$ cat src/rtl/muldiv_unit.sv
// Iterative unsigned multiply / divide unit. One radix-2 step per cycle.
// MUL is shift-add, DIV is restoring. Fixed latency for both operations.
module muldiv_unit #(
  parameter int XLEN = 32
) (
  input  logic            clk,
  input  logic            rst,
  input  logic            start,
  input  logic            op,
  input  logic [XLEN-1:0] X,
  input  logic [XLEN-1:0] Y,
  output logic            ready,
  output logic            busy,
  output logic            done,
  output logic [XLEN-1:0] result,
  output logic [XLEN-1:0] result2
);

  localparam int CW = $clog2(XLEN) + 1;

  localparam logic [1:0] S_IDLE = 2'd0;
  localparam logic [1:0] S_RUN  = 2'd1;
  localparam logic [1:0] S_DONE = 2'd2;

  logic [1:0]        state;
  logic [CW-1:0]     cnt;
  logic              op_q;
  logic [XLEN-1:0]   a;    // multiplicand, or dividend shifting out / quotient shifting in
  logic [XLEN-1:0]   b;    // multiplier shifting right, or divisor
  logic [2*XLEN-1:0] acc;  // product, or remainder in the low XLEN+1 bits

  logic            accept;
  logic            term;
  logic [XLEN:0]   mul_sum;
  logic [XLEN:0]   shifted;
  logic [XLEN+1:0] diff;
  logic            borrow;

  assign accept  = start && (state != S_RUN);
  assign term    = (cnt == CW'(XLEN));

  // Add into the upper half, then shift the whole accumulator right by one.
  assign mul_sum = {1'b0, acc[2*XLEN-1:XLEN]} + {1'b0, (b[0] ? a : '0)};

  // Trial subtraction with an extra bit so a borrow is visible in the MSB.
  assign shifted = {acc[XLEN-1:0], a[XLEN-1]};
  assign diff    = {1'b0, shifted} - {2'b00, b};
  assign borrow  = diff[XLEN+1];

  assign ready = (state != S_RUN);
  assign busy  = (state == S_RUN);
  assign done  = (state == S_DONE);

  always_ff @(posedge clk or posedge rst) begin
    if (rst) begin
      state   <= S_IDLE;
      cnt     <= '0;
      op_q    <= 1'b0;
      a       <= '0;
      b       <= '0;
      acc     <= '0;
      result  <= '0;
      result2 <= '0;
    end else if (accept) begin
      state <= S_RUN;
      op_q  <= op;
      a     <= X;
      b     <= Y;
      acc   <= '0;
      cnt   <= '0;
    end else begin
      case (state)
        S_RUN: begin
          if (term) begin
            state <= S_DONE;
            if (op_q) begin
              result  <= a;
              result2 <= acc[XLEN-1:0];
            end else begin
              result  <= acc[XLEN-1:0];
              result2 <= acc[2*XLEN-1:XLEN];
            end
          end else begin
            cnt <= cnt + CW'(1);
            if (op_q) begin
              // Divide by zero falls out naturally: no step ever borrows.
              acc <= {{(XLEN-1){1'b0}}, (borrow ? shifted : diff[XLEN:0])};
              a   <= {a[XLEN-2:0], ~borrow};
            end else begin
              acc <= {mul_sum, acc[XLEN-1:1]};
              b   <= b >> 1;
            end
          end
        end
        S_DONE:  state <= S_IDLE;
        default: state <= S_IDLE;
      endcase
    end
  end

endmodule
$ cat config.mk
export PLATFORM = sky130hd
export DESIGN_NAME = muldiv_unit
export DESIGN_NICKNAME = d
export VERILOG_FILES = /design/src/rtl/muldiv_unit.sv
export SDC_FILE = /design/constraint.sdc
export NUM_CORES = 1
export LEC_CHECK = 0
export CAP_MARGIN = 25
export CORE_MARGIN = 4
export CORE_UTILIZATION = 45
export DETAILED_ROUTE_END_ITERATION = 10
export PLACE_DENSITY = 0.63
export SYNTH_ARGS = -nofsm -noshare
export SYNTH_HDL_FRONTEND = slang
export SYNTH_SLANG_ARGS = --single-unit
$ cat constraint.sdc
create_clock -name clk -period 8.4 [get_ports clk]
set_clock_uncertainty 0.2 [all_clocks]
set_input_delay 1.68 -clock clk [delete_from_list [all_inputs] [get_ports clk]]
set_output_delay 1.68 -clock clk [all_outputs]
set_load 0.05 [all_outputs]
==> results of run 1 <==
[sequential cells by signal (all words and copies together) (netlist names)]
name	flops
b	32
result	32
a	32
result2	32
state	2
op_q	1
cnt	6
acc	64
[layout by cell type (no fill, tap or decap), types with 10 or more instances in the layout]
master,netlist,routed
a22o_1,26,26
nand2b_1,10,10
a21oi_1,129,129
o21a_1,10,10
ha_1,67,67
a21o_1,19,19
nand2_1,155,154
xor2_1,23,23
and2_1,33,32
a31oi_1,49,49
nor3_1,20,20
mux2i_1,105,105
clkbuf_16,0,24
nor2_1,141,138
inv_1,61,60
clkdlybuf4s50_1,0,134
dfrtp_1,201,200
o21ai_0,119,119
nor3b_1,12,12
buf_4,1,11
nand3_1,24,24
nand4_1,14,14
xnor2_1,24,24
[worst min-delay path, delay by kind of cell (launching register included)]
| family | cells | cell delay, ns |
|---|---|---|
| flip-flops | 1 | 0.37 |
| AND/OR/NAND/NOR | 1 | 0.06 |
| AO/OA/AOI/OAI | 1 | 0.06 |
[power breakdown]
group	switching [mW]	leakage (nW)	internal [mW]
Combinational	2.73	3.96	1.79
Sequential	0.535	2.53	1.43
Clock	0.433	0.409	0.654
[metrics by stage]
stage	hold slack, ns	worst slack (ns)
final	0.325	4.33
after global routing	0.354	4.14
after global placement	0.287	4.33
after floorplan	0.271	1.04
after detailed placement	0.312	4.32
after CTS	0.327	4.32
[how the worst min path moves through the flow]
stage / from / to / cells after the start
3_3_place_gp: acc[37] / acc[37] / 2
6_report: acc[37] / acc[37] / 2
5_1_grt: result[7] / result[7] / 2
2_1_floorplan: acc[37] / acc[37] / 2
3_5_place_dp: acc[37] / acc[37] / 2
4_1_cts: acc[37] / acc[37] / 2
[metal layers]
metal / GRT usage, % / vias to the layer above / routed length (um)
met5: 0 / - / 0
met4: 4.29 / 0 / 673
met3: 2.91 / 46 / 2120
met2: 34.5 / 299 / 15700
met1: 34.5 / 5343 / 17100
li1: - / 5369 / -
[cell families after synthesis]
family | after synthesis
AND/OR/NAND/NOR | 444
AO/OA/AOI/OAI | 438
flip-flops | 201
buffers and inverters | 151
multiplexers | 107
adder cells (fa/ha/maj) | 69
XOR/XNOR | 47
[final cells by class]
type | count | area [um2]
timing repair buffer | 146 | 1450
clock buffer | 31 | 667
multi-input combinational | 1105 | 7150
fill | 2577 | 12700
sequential | 201 | 5030
tap | 378 | 473
inverter | 61 | 236
clock inverter | 12 | 154
==> metrics, run 1 <==
Inserted Clock Buffers 24; top-count cell post-synth dfrtp_1; Final Instance Count excl. Fillers 1934; clock buffer depth 3; Post-Synth Adder-Cell Area 6.89%; r2r endpoint acc[26]; EDFF count, synth 0; Synth Area in Simple Gates 15.8%; post-CTS sizing 0; Worst path depth 3; synth cell count leaders 201 x dfrtp_1, 155 x nand2_1, 141 x nor2_1; maximum VDD drop 245 uV; final core occ 54.4%; Setup TNS Final 0 ns; reg2reg setup slack about 4.5 ns; reg2reg path depth 10; CP top delay family buffers and inverters; Worst Setup EP busy; Slowest-stage cell, CP clkdlybuf4s50_1; IO buf count 134; Leak Pwr roughly 6.9 nW; Layout Nets ~1700; clk_lat worst skew around 0.54 ns; Final Critical Period 4.07 ns; 1st-pass router iterations 5; net count after synthesis 1594; Iteration-0 DRC Markers between 800 and 900; vias in the first global route 10600; first-pass GRT wire length ~57000 um; share of cells above drive strength 1 roughly 4.7%; wire per inst 18.4 um; Crit. End Element output port; clock sinks ~200; Max Fclk 246 MHz; GR Util All Layers 22.5%; Post-DP Area 14300 um2; dominant synthesized flop cell dfrtp_1; max-cap check violation count 0; Core Box Area 27900 um2; final slew viol count 0; Synth cell types 68; Final Setup Violations 0; slowest cell delay on critical path 0.83 ns; RR Startpoint acc[23]; sequential area share after synthesis 39.5%; routability cong. 0.884; Worst EP required 6.52 ns; final hold vios 0; Cell Rows approximately 60; DIE AREA roughly 31000 um2; die width 176 um; Vias 11100; RSZ-0062 raised after global routing false; initial core utilization 45.7%; Die H between 150 and 200 um; largest family of logic cells by synthesized area compound AO/OA/AOI/OAI gates; average cell area after synthesis roughly 8.7 um2; Warnings, synthesis 0; Compound-Gate Fraction of Synth Area 21.6%; total wire length ~36000 um; Post-Layout Inst Area 15200 um2; CTS root buffer clkbuf_16; post-placement cell count 1890; Critical path buffers and inverters 2; Crit. Startpoint state[1]; largest area contributor in the netlist dfrtp_1; synthesized flop and latch total 201; Critical Path Fanout Max 7; relative slew slack 38.4%; detail-routed via count per cell approximately 5.7; Yosys top cell area share 39.5%; CP Cell Sequence nand2b_1, inv_1, clkdlybuf4s50_1; CTS tree built; min-delay worst type reg -> reg; post-synthesis mux area share 8.43%; worst slew pin tran 0.924 ns; CTS clk-pin slew, worst paths 0.06 ns; initial antenna violation count 0; drc violations 0; mapped cell area about 13000 um2; post-DP HPWL about 25000 um; grt total ovfl 0; total design power 7.57 mW; crit share post-route 48.4%; worst path arrival time 2.19 ns; I/O pins roughly 140; Syn Inst Count 1457; fraction of registers with async set/reset 100%; antenna viol nets, final 0; post-synthesis xor/xnor area fraction 3.23%; cell area power density 499 nW/um2; Setup Buffers After CTS 0; crit start category flip-flop; Inserted Diodes 0; outcome complete, no violations; worst setup path category reg -> out; cts hold-fix bufs 0; synthesis-to-layout area growth 19.0%; pin count of the biggest net entering global routing 138; Area contributors post-synth dfrtp_1 39%, mux2i_1 8.2%, ha_1 6.6%, a21oi_1 5.1%, o21ai_0 4.7%; H-tree depth reported by CTS 1
No activity file was read; power rests on OpenSTA's default activity.
==> run 2, diff against run 1 <==
Clock period 8.4 ns to 4.1 ns, I/O delays scaled along.
==> metrics, run 2 (synthesis gave the netlist of run 1 again) <==
1st-pass router iterations 6 (+1); Setup TNS Final 0 ns (unchanged); Worst EP required 4.32 ns (-2.20 ns); post-DP HPWL 26600 um (+7.7%); grt total ovfl 0 (unchanged); clock buffer depth 3 (unchanged); final slew viol count 0 (unchanged); max reg flops 64 (unchanged); worst path arrival time 3.98 ns (+1.79 ns); maximum VDD drop 532 uV (+120%); Setup WS pre-CTS 0.171 ns (-4.15 ns); cell area power density 1020 nW/um2 (+100%); worst slew pin tran 0.909 ns (-0.0153 ns); CTS tree built; Leak Pwr 6.99 nW (+1.4%); share of cells above drive strength 1 5.83% (+1.1 points); Cell Rows 61 (unchanged); Final Instance Count excl. Fillers 1955 (+1.1%); IO buf count 134 (unchanged); outcome complete, no violations; Final Setup Violations 0 (unchanged); Iteration-0 DRC Markers 758 (-8.6%); reg2reg path depth 11 (+1); Hold Crit Endpoint acc[37]; worst hold path startpoint acc[37]; Setup Buffers After CTS 0 (unchanged); drc violations 0 (unchanged); relative slew slack 39.3% (+0.95 points); Post-Layout Inst Area 15400 um2 (+1.3%); max-cap check violation count 0 (unchanged); Max Fclk 266 MHz; CTS clk-pin slew, worst paths 0.06 ns (about the same); initial core utilization 45.7% (unchanged); Final Worst Setup Slack 0.342 ns (-3.99 ns); routability cong. 0.885 (about the same); final hold vios 0 (unchanged); Biggest register acc; die width 176 um (unchanged); Crit. End Element flip-flop; I/O pins 135 (unchanged); pin count of the biggest net entering global routing 79 (-43%); RR Startpoint b[0]; WHS 0.320 ns (-0.00465 ns); crit start category flip-flop; post-placement cell count 1912 (+1.2%); total design power 15.6 mW (+110%); RSZ-0062 raised after global routing false; min-delay worst type reg -> reg; CP Cell Sequence and2_1, ha_1, a211oi_2, nor2_1, or4_1, a221o_1, a221oi_2, o221ai_2, o41a_1, xor2_1, a22o_1; commonest non-fill, non-tap cell in the layout dfrtp_1; clock sinks 201 (unchanged); GR Util All Layers 23.1% (+0.60 points); Inserted Clock Buffers 24 (unchanged); DIE AREA 31100 um2 (unchanged); detail-routed via count per cell 5.67 (-0.78%); worst setup path category reg -> reg; wire per inst 18.5 um (+0.41%); first-pass GRT wire length 58800 um (+2.5%); vias in the first global route 10700 (+0.64%); CTS root buffer clkbuf_16; synthesis-to-layout area growth 20.5%; clk_lat worst skew 0.53 ns (about the same); Layout Nets 1697 (+1.3%); total wire length 36100 um (+1.5%); H-tree depth reported by CTS 1 (unchanged); antenna viol nets, final 0 (unchanged); Post-DP Area 14600 um2 (+1.7%); initial antenna violation count 0 (unchanged); slowest cell delay on critical path 0.53 ns (-0.30 ns); Slowest-stage cell, CP dfrtp_2; most frequent cells in the layout 199 x dfrtp_1, 154 x nand2_1, 138 x nor2_1, 134 x clkdlybuf4s50_1, 129 x a21oi_1; Inserted Diodes 0 (unchanged); cts hold-fix bufs 0 (unchanged); Core Box Area 27900 um2 (unchanged); r2r endpoint acc[62]; WHS Path Cells 2 (unchanged); Vias 11100 (+0.30%); crit share post-route between 90 and 100%; Final Critical Period 3.76 ns; Die H 176 um (unchanged); final core occ 55.1% (+0.69 points); Critical Path Fanout Max 20 (+13); reg2reg setup slack 0.34 ns (-4.16 ns)
==> run 2: worst max path at each step <==
stage               cells past startpoint      end  startpoint
floorplan                               1     a[0]         rst
global placement                       11  acc[62]        b[0]
detailed placement                     11  acc[62]        b[0]
CTS                                    11  acc[62]        b[0]
global route                           11  acc[62]        b[0]
finish                                 11  acc[62]        b[0]
==> run 2: worst max-delay path, delay by kind of cell, from the launching register on <==
family / cells / cell delay (ns)
xor gates and xnor gates: 1 / 0.15
and+or+nand+nor: 3 / 0.70
adders and majority gates: 1 / 0.38
AOI/OAI and AO/OA: 6 / 1.68
DFF: 1 / 0.53
==> run 2: layout make-up <==
| class | count | area (um2) |
|---|---|---|
| sequential | 201 | 5030 |
| timing repair buffer | 167 | 1670 |
| fill | 2586 | 12500 |
| clock buffer | 33 | 674 |
| inverter | 61 | 233 |
| multi-input combinational | 1105 | 7150 |
| tap | 378 | 473 |
| clock inverter | 10 | 121 |
==> run 2: per-layer routing <==
metal  up-vias  routed length (um)  global-route usage [%]
met5         -                   0                       0
met2       270               16500                    37.3
met4         0                 765                    4.87
met1      5347               17000                    33.4
met3        53                1930                    3.28
li1       5420                   -                       -
==> run 2: timing repair <==
item,in CTS,in global routing
hold endpoints to repair,0,0
endpoints found under the setup margin,0,2
resized for setup,0,1
==> run 2: power by group <==
part / internal (mW) / switching [mW] / total [mW] / leakage, nW
Sequential: 2.93 / 1.09 / 4.02 / 2.52
Clock: 1.28 / 0.881 / 2.16 / 0.390
Combinational: 3.84 / 5.59 / 9.43 / 4.08
Total: 8.05 / 7.56 / 15.6 / 6.99
==> RTL change 1 (config.mk and constraints of run 1) <==
The parameter `XLEN` goes from 32 to 16.
--- a/src/rtl/muldiv_unit.sv
+++ b/src/rtl/muldiv_unit.sv
@@ -3,3 +3,3 @@
 module muldiv_unit #(
-  parameter int XLEN = 32
+  parameter int XLEN = 16
 ) (
Interface: changed (resized X, Y, result and result2); port bits go from 135 to 71. The function was not compared with the original's and may differ.
==> RTL change 1 against run 1 <==
Total power is 55% lower. Sequential cell count is 97 lower. Setup slack better by 0.18 ns. Global-route usage is 2.4 points lower. Synthesized area is 50% lower. Non-clock buffer count is 69 lower. Final area is 51% lower. Wire length is 56% lower.
==> RTL change 1: results <==
[route]
met2WireLength_um = 7653
routed.top_layer = "met4"
m1WireLength_um = 7091
drt_iter0_drc = 316
wl_per_cell_um = 16.42
num_vias = 5347
dr.pass1.iters = 4
met3_length_um = 693

[placement]
place_congestion = 0.8750
place_inst = 939
port_buffers = 70
hpwl_um = 11050

[worst_setup_path]
slowest_delay_ns = 0.84
reg2reg_from = "b[0]$_DFFE_PP0P_"
crit_arrival_ns = 2.01
critPathMaxFanout = 6
cpMaxStageDelayCell = "clkdlybuf4s50_1"
crit_family = "buffers and inverters"
cp-startpoint = "state[1]$_DFFE_PP0P_"

[clock_network]
cts_made_buffers = 9
cts.clk_slew.worst_paths_ns = 0.07
clockBufferDepth = 2
htree_levels = 3
cts_root_buffer = "clkbuf_16"
cts.repair.resized = 0
clk_latency_ns = 0.35
ctsHoldBuffers = 0
post_cts_buffers = 0

[logic_synthesis]
synthCells = 723
synth_area_leaders = "dfrtp_1 41%, nand2_1 7.8%, ha_1 6.9%"
async_flop_share_pct = 100.0
synth.yosys.seq_area_share_pct = 41.22
syn-num-nets = 796
ys_top_cells_by_count = "132 x nand2_1, 104 x dfrtp_1, 73 x o21ai_0, 48 x nor2_1, 39 x mux2i_1"
yosys_warnings = 0
yosysUniqueCellTypes = 57
synthFlopType = "dfrtp_1"

[cells_and_area]
layout-drive-gt1-share_pct = 3.488
diodes = 0
regMostFlops = "acc"
largest_reg_flops = 32
fillers = 1250
nNetsFinal = 844
final_cells = 954

[hold_path]
min_from = "result2[6]$_DFFE_PP0P_"
hold_class = "flop to flop"

[global_routing]
antenna_found_initial = 0
grt_pass1_wl_um = 26300
grt.total_usage_pct = 20.13
grt_max_degree = 66
grt_pass1_vias = 5395

[status]
outcome = "finished clean"

[timing]
worst-slew-pin-transition_ns = 1.048

[pwr]
leakage_nw = 3.299
peakVddDrop_mv = 0.1589
## RTL change 1: cell count changes after synthesis, moves of 43 or more
cell,run 1,this run
a21oi_1,129,22
clkbuf_1,75,32
nor2_1,141,48
dfrtp_1,201,104
mux2i_1,105,39
o21ai_0,119,73
## RTL change 1: through the flow
step                hold slack, ns  total power, W  util (%)  worst slack, ns  cell area (µm²)
CTS                         0.2851        0.003432     53.43            4.512             7388
finish                      0.2753        0.003426     53.58            4.514             7408
global route                0.3004        0.003720     53.58            4.426             7408
global placement            0.2626        0.002972     51.59            4.684             7133
detailed placement          0.2699        0.003035     51.59            4.670             7133
floorplan                   0.2771        0.002492         -            3.788             6314
## RTL change 1: final timing paths
kind	endpoint	slack, ns	cells past startpoint
setup / recovery	busy	4.51	3
hold / removal	result2[6]$_DFFE_PP0P_	0.28	2
setup reg to reg	acc[29]$_DFFE_PP0P_	5.03	11
hold reg to reg	result2[6]$_DFFE_PP0P_	0.28	2
max in group asynchronous	b[1]$_DFFE_PP0P_	5.27	3
min in group asynchronous	result[9]$_DFFE_PP0P_	1.53	2
## RTL change 1: power by group
| part | switching [W] | leakage, nW | total [W] | internal, W |
|---|---|---|---|---|
| logic | 0.00125 | 1.85 | 0.00208 | 0.000828 |
| registers | 0.000235 | 1.33 | 0.000963 | 0.000728 |
| clock network | 0.000178 | 0.126 | 0.000384 | 0.000206 |
## RTL change 1: worst register-to-register path, stage by stage, from the launching register on
cell and delay, ns:
dfrtp_1 0.71, and2_1 0.22, ha_1 0.17, inv_1 0.06
fa_1 0.40, nor2b_1 0.12, o21ai_0 0.10, a21o_1 0.24
a211o_1 0.29, a31o_1 0.25, or4_1 0.48, nand3_1 0.08
## RTL change 1: routing by layer
layer / global-route usage [%] / vias to the layer above
met3: 3.453 / 15
met4: 6.751 / 0
li1: - / 2630
met5: 0 / -
met2: 34.22 / 111
met1: 26.09 / 2591
## RTL change 1: final cells by class
cell class	count	share of cell area, %
timing repair buffer	77	10.34
clock buffer	13	3.378
tap	180	3.040
multi-input combinational	546	46.33
sequential	104	35.15
inverter	33	1.706
clock inverter	1	0.06756
## RTL change 1: cells by family after synthesis
logic type | after synthesis | share of synthesized area [%]
compound gates | 199 | 19.90
buf+inv | 73 | 4.538
simple gates | 250 | 17.68
mux | 39 | 6.183
xor+xnor | 21 | 2.913
fa+ha+maj | 37 | 7.570
flops | 104 | 41.22
==> RTL change 2 (flow settings as in run 1) <==
Made on the original files. Make the reset (`rst`) synchronous in one clocked block.
--- a/src/rtl/muldiv_unit.sv
+++ b/src/rtl/muldiv_unit.sv
@@ -53,3 +53,3 @@
 
-  always_ff @(posedge clk or posedge rst) begin
+  always_ff @(posedge clk) begin
     if (rst) begin
Check against the original RTL: differs if rst is asserted again (counterexample within 4 cycles, from zero or initial values and one cycle with rst high); with rst held inactive, the same outputs for 4 cycles.
==> RTL change 2 against run 1 <==
Setup slack got worse by 0.19 ns. Global-route usage rose by 0.97 points. Final area fell by 4.3%. Via count rose by 2.1%. Synthesized cell count rose by 4.3%. Wire length rose by 0.93%. Sequential cell count did not move. Critical path depth did not move. Synthesized area fell by 4.3%. Hold slack got worse by 0.034 ns.
Power is not compared: it rests on default switching activity, and its combinational part moved more than twofold at a synthesized area within 25%.
==> RTL change 2: results <==
[hold_path]
holdPathEnd = "b[4]$_SDFFE_PP0P_"
min_from = "b[5]$_SDFFE_PP0P_"

[cells_and_area]
regMostFlops = "acc"
final_cells = 1940
largest_reg_flops = 64
nNetsFinal = 1724
layout-drive-gt1-share_pct = 5.171
fillers = 2511
seq_area_um2 = 4028

[worst_setup_path]
r2r-end = "acc[57]$_SDFFE_PP0P_"
critPathMaxFanout = 7
reg2reg_from = "b[0]$_SDFFE_PP0P_"
slowest_delay_ns = 0.86
cpMaxStageDelayCell = "clkdlybuf4s50_1"
crit_arrival_ns = 2.37
reg2reg_setup_slack_ns = 4.55
crit_family = "buffers and inverters"
reg2regPathDepth = 13
cp-startpoint = "state[1]$_SDFFE_PP0P_"
crit_end = "busy"

[logic_synthesis]
synthFlopType = "dfxtp_1"
synth_area_per_cell_um2 = 8.027
async_flop_share_pct = 0
yosysUniqueCellTypes = 73
synth.yosys.seq_area_share_pct = 33.00
synth_area_leaders = "dfxtp_1 33%, ha_1 6.9%, nor2_1 5.8%"
ys_top_cells_by_count = "201 x dfxtp_1, 188 x nor2_1, 163 x nand2_1, 97 x clkbuf_1, 92 x a21oi_1"

[pwr]
peakVddDrop_mv = 0.1279

[placement]
place_congestion = 0.9025
place_area_um2 = 13690
hpwl_um = 24930
dp_slack_ns = 4.227

[global_routing]
grt_pass1_wl_um = 59890
met3_usage_pct = 3.166
grt_max_degree = 97
grt.total_usage_pct = 23.52
grtUsageMet1_pct = 31.13
grt_use_met2_pct = 40.91

[status]
outcome = "finished clean"

[clock_network]
cts_made_buffers = 24
clk_latency_ns = 0.52

[route]
met3_length_um = 1810
met2WireLength_um = 16960
dr.pass1.iters = 7
num_vias = 11290
drt_iter0_drc = 661
wl_um = 35950
m1WireLength_um = 16280

[job]
maxCapViolCount = 0

[timing]
whs_ns = 0.2910
period_share_pct = 50.65
worst-slew-pin-transition_ns = 1.035
## RTL change 2: cell count changes in the layout (fill, tap and decap cells not counted), sizes merged, moves of 37 or more
cell	change
dfrtp	-201
dfxtp	+201
a211oi	+71
a311oi	+64
nor2	+47
mux2i	-39
a31oi	-38
a21oi	-37
## RTL change 2: power groups by stage
stage | registers (W) | clock network (W) | logic (W)
final | 0.00103 | 0.00104 | 0.000514
after global routing | 0.00104 | 0.00110 | 0.000571
after CTS | 0.00103 | 0.00106 | 0.000511
after detailed placement | 0.00105 | 0 | 0.000508
after global placement | 0.00105 | 0 | 0.000504
after floorplan | 0.00104 | 0 | 0.000385
## RTL change 2: worst register-to-register path, stage by stage (launching register included)
cell      delay, ns
dfxtp_1        0.33
buf_4          0.25
and2_1         0.19
ha_1           0.23
fa_1           0.45
a211oi_1       0.32
o21ai_0        0.20
nand2_1        0.09
o22ai_1        0.13
a31oi_1        0.46
o21ba_2        0.27
nor2_1         0.06
or3_1          0.30
a32o_1         0.25
## RTL change 2: cell type report
class	count	share of cell area, %
Clock inverter	9	0.5348
Tap cell	335	2.889
Multi-Input combinational cell	1159	52.29
Sequential cell	201	27.76
Timing Repair Buffer	150	10.28
Clock buffer	35	4.916
Inverter	51	1.320
## RTL change 2: logic make-up (layout without fill, tap and decap cells)
| kind of cell | after synthesis | count (layout) | share of synthesized area (%) |
|---|---|---|---|
| adder cells (fa/ha/maj) | 69 | 69 | 7.204 |
| AO/OA/AOI/OAI | 476 | 476 | 27.10 |
| XOR/XNOR | 62 | 62 | 4.454 |
| flip-flops | 201 | 201 | 33.00 |
| buffers and inverters | 159 | 245 | 5.059 |
| multiplexers | 67 | 67 | 5.510 |
| AND/OR/NAND/NOR | 485 | 485 | 17.67 |
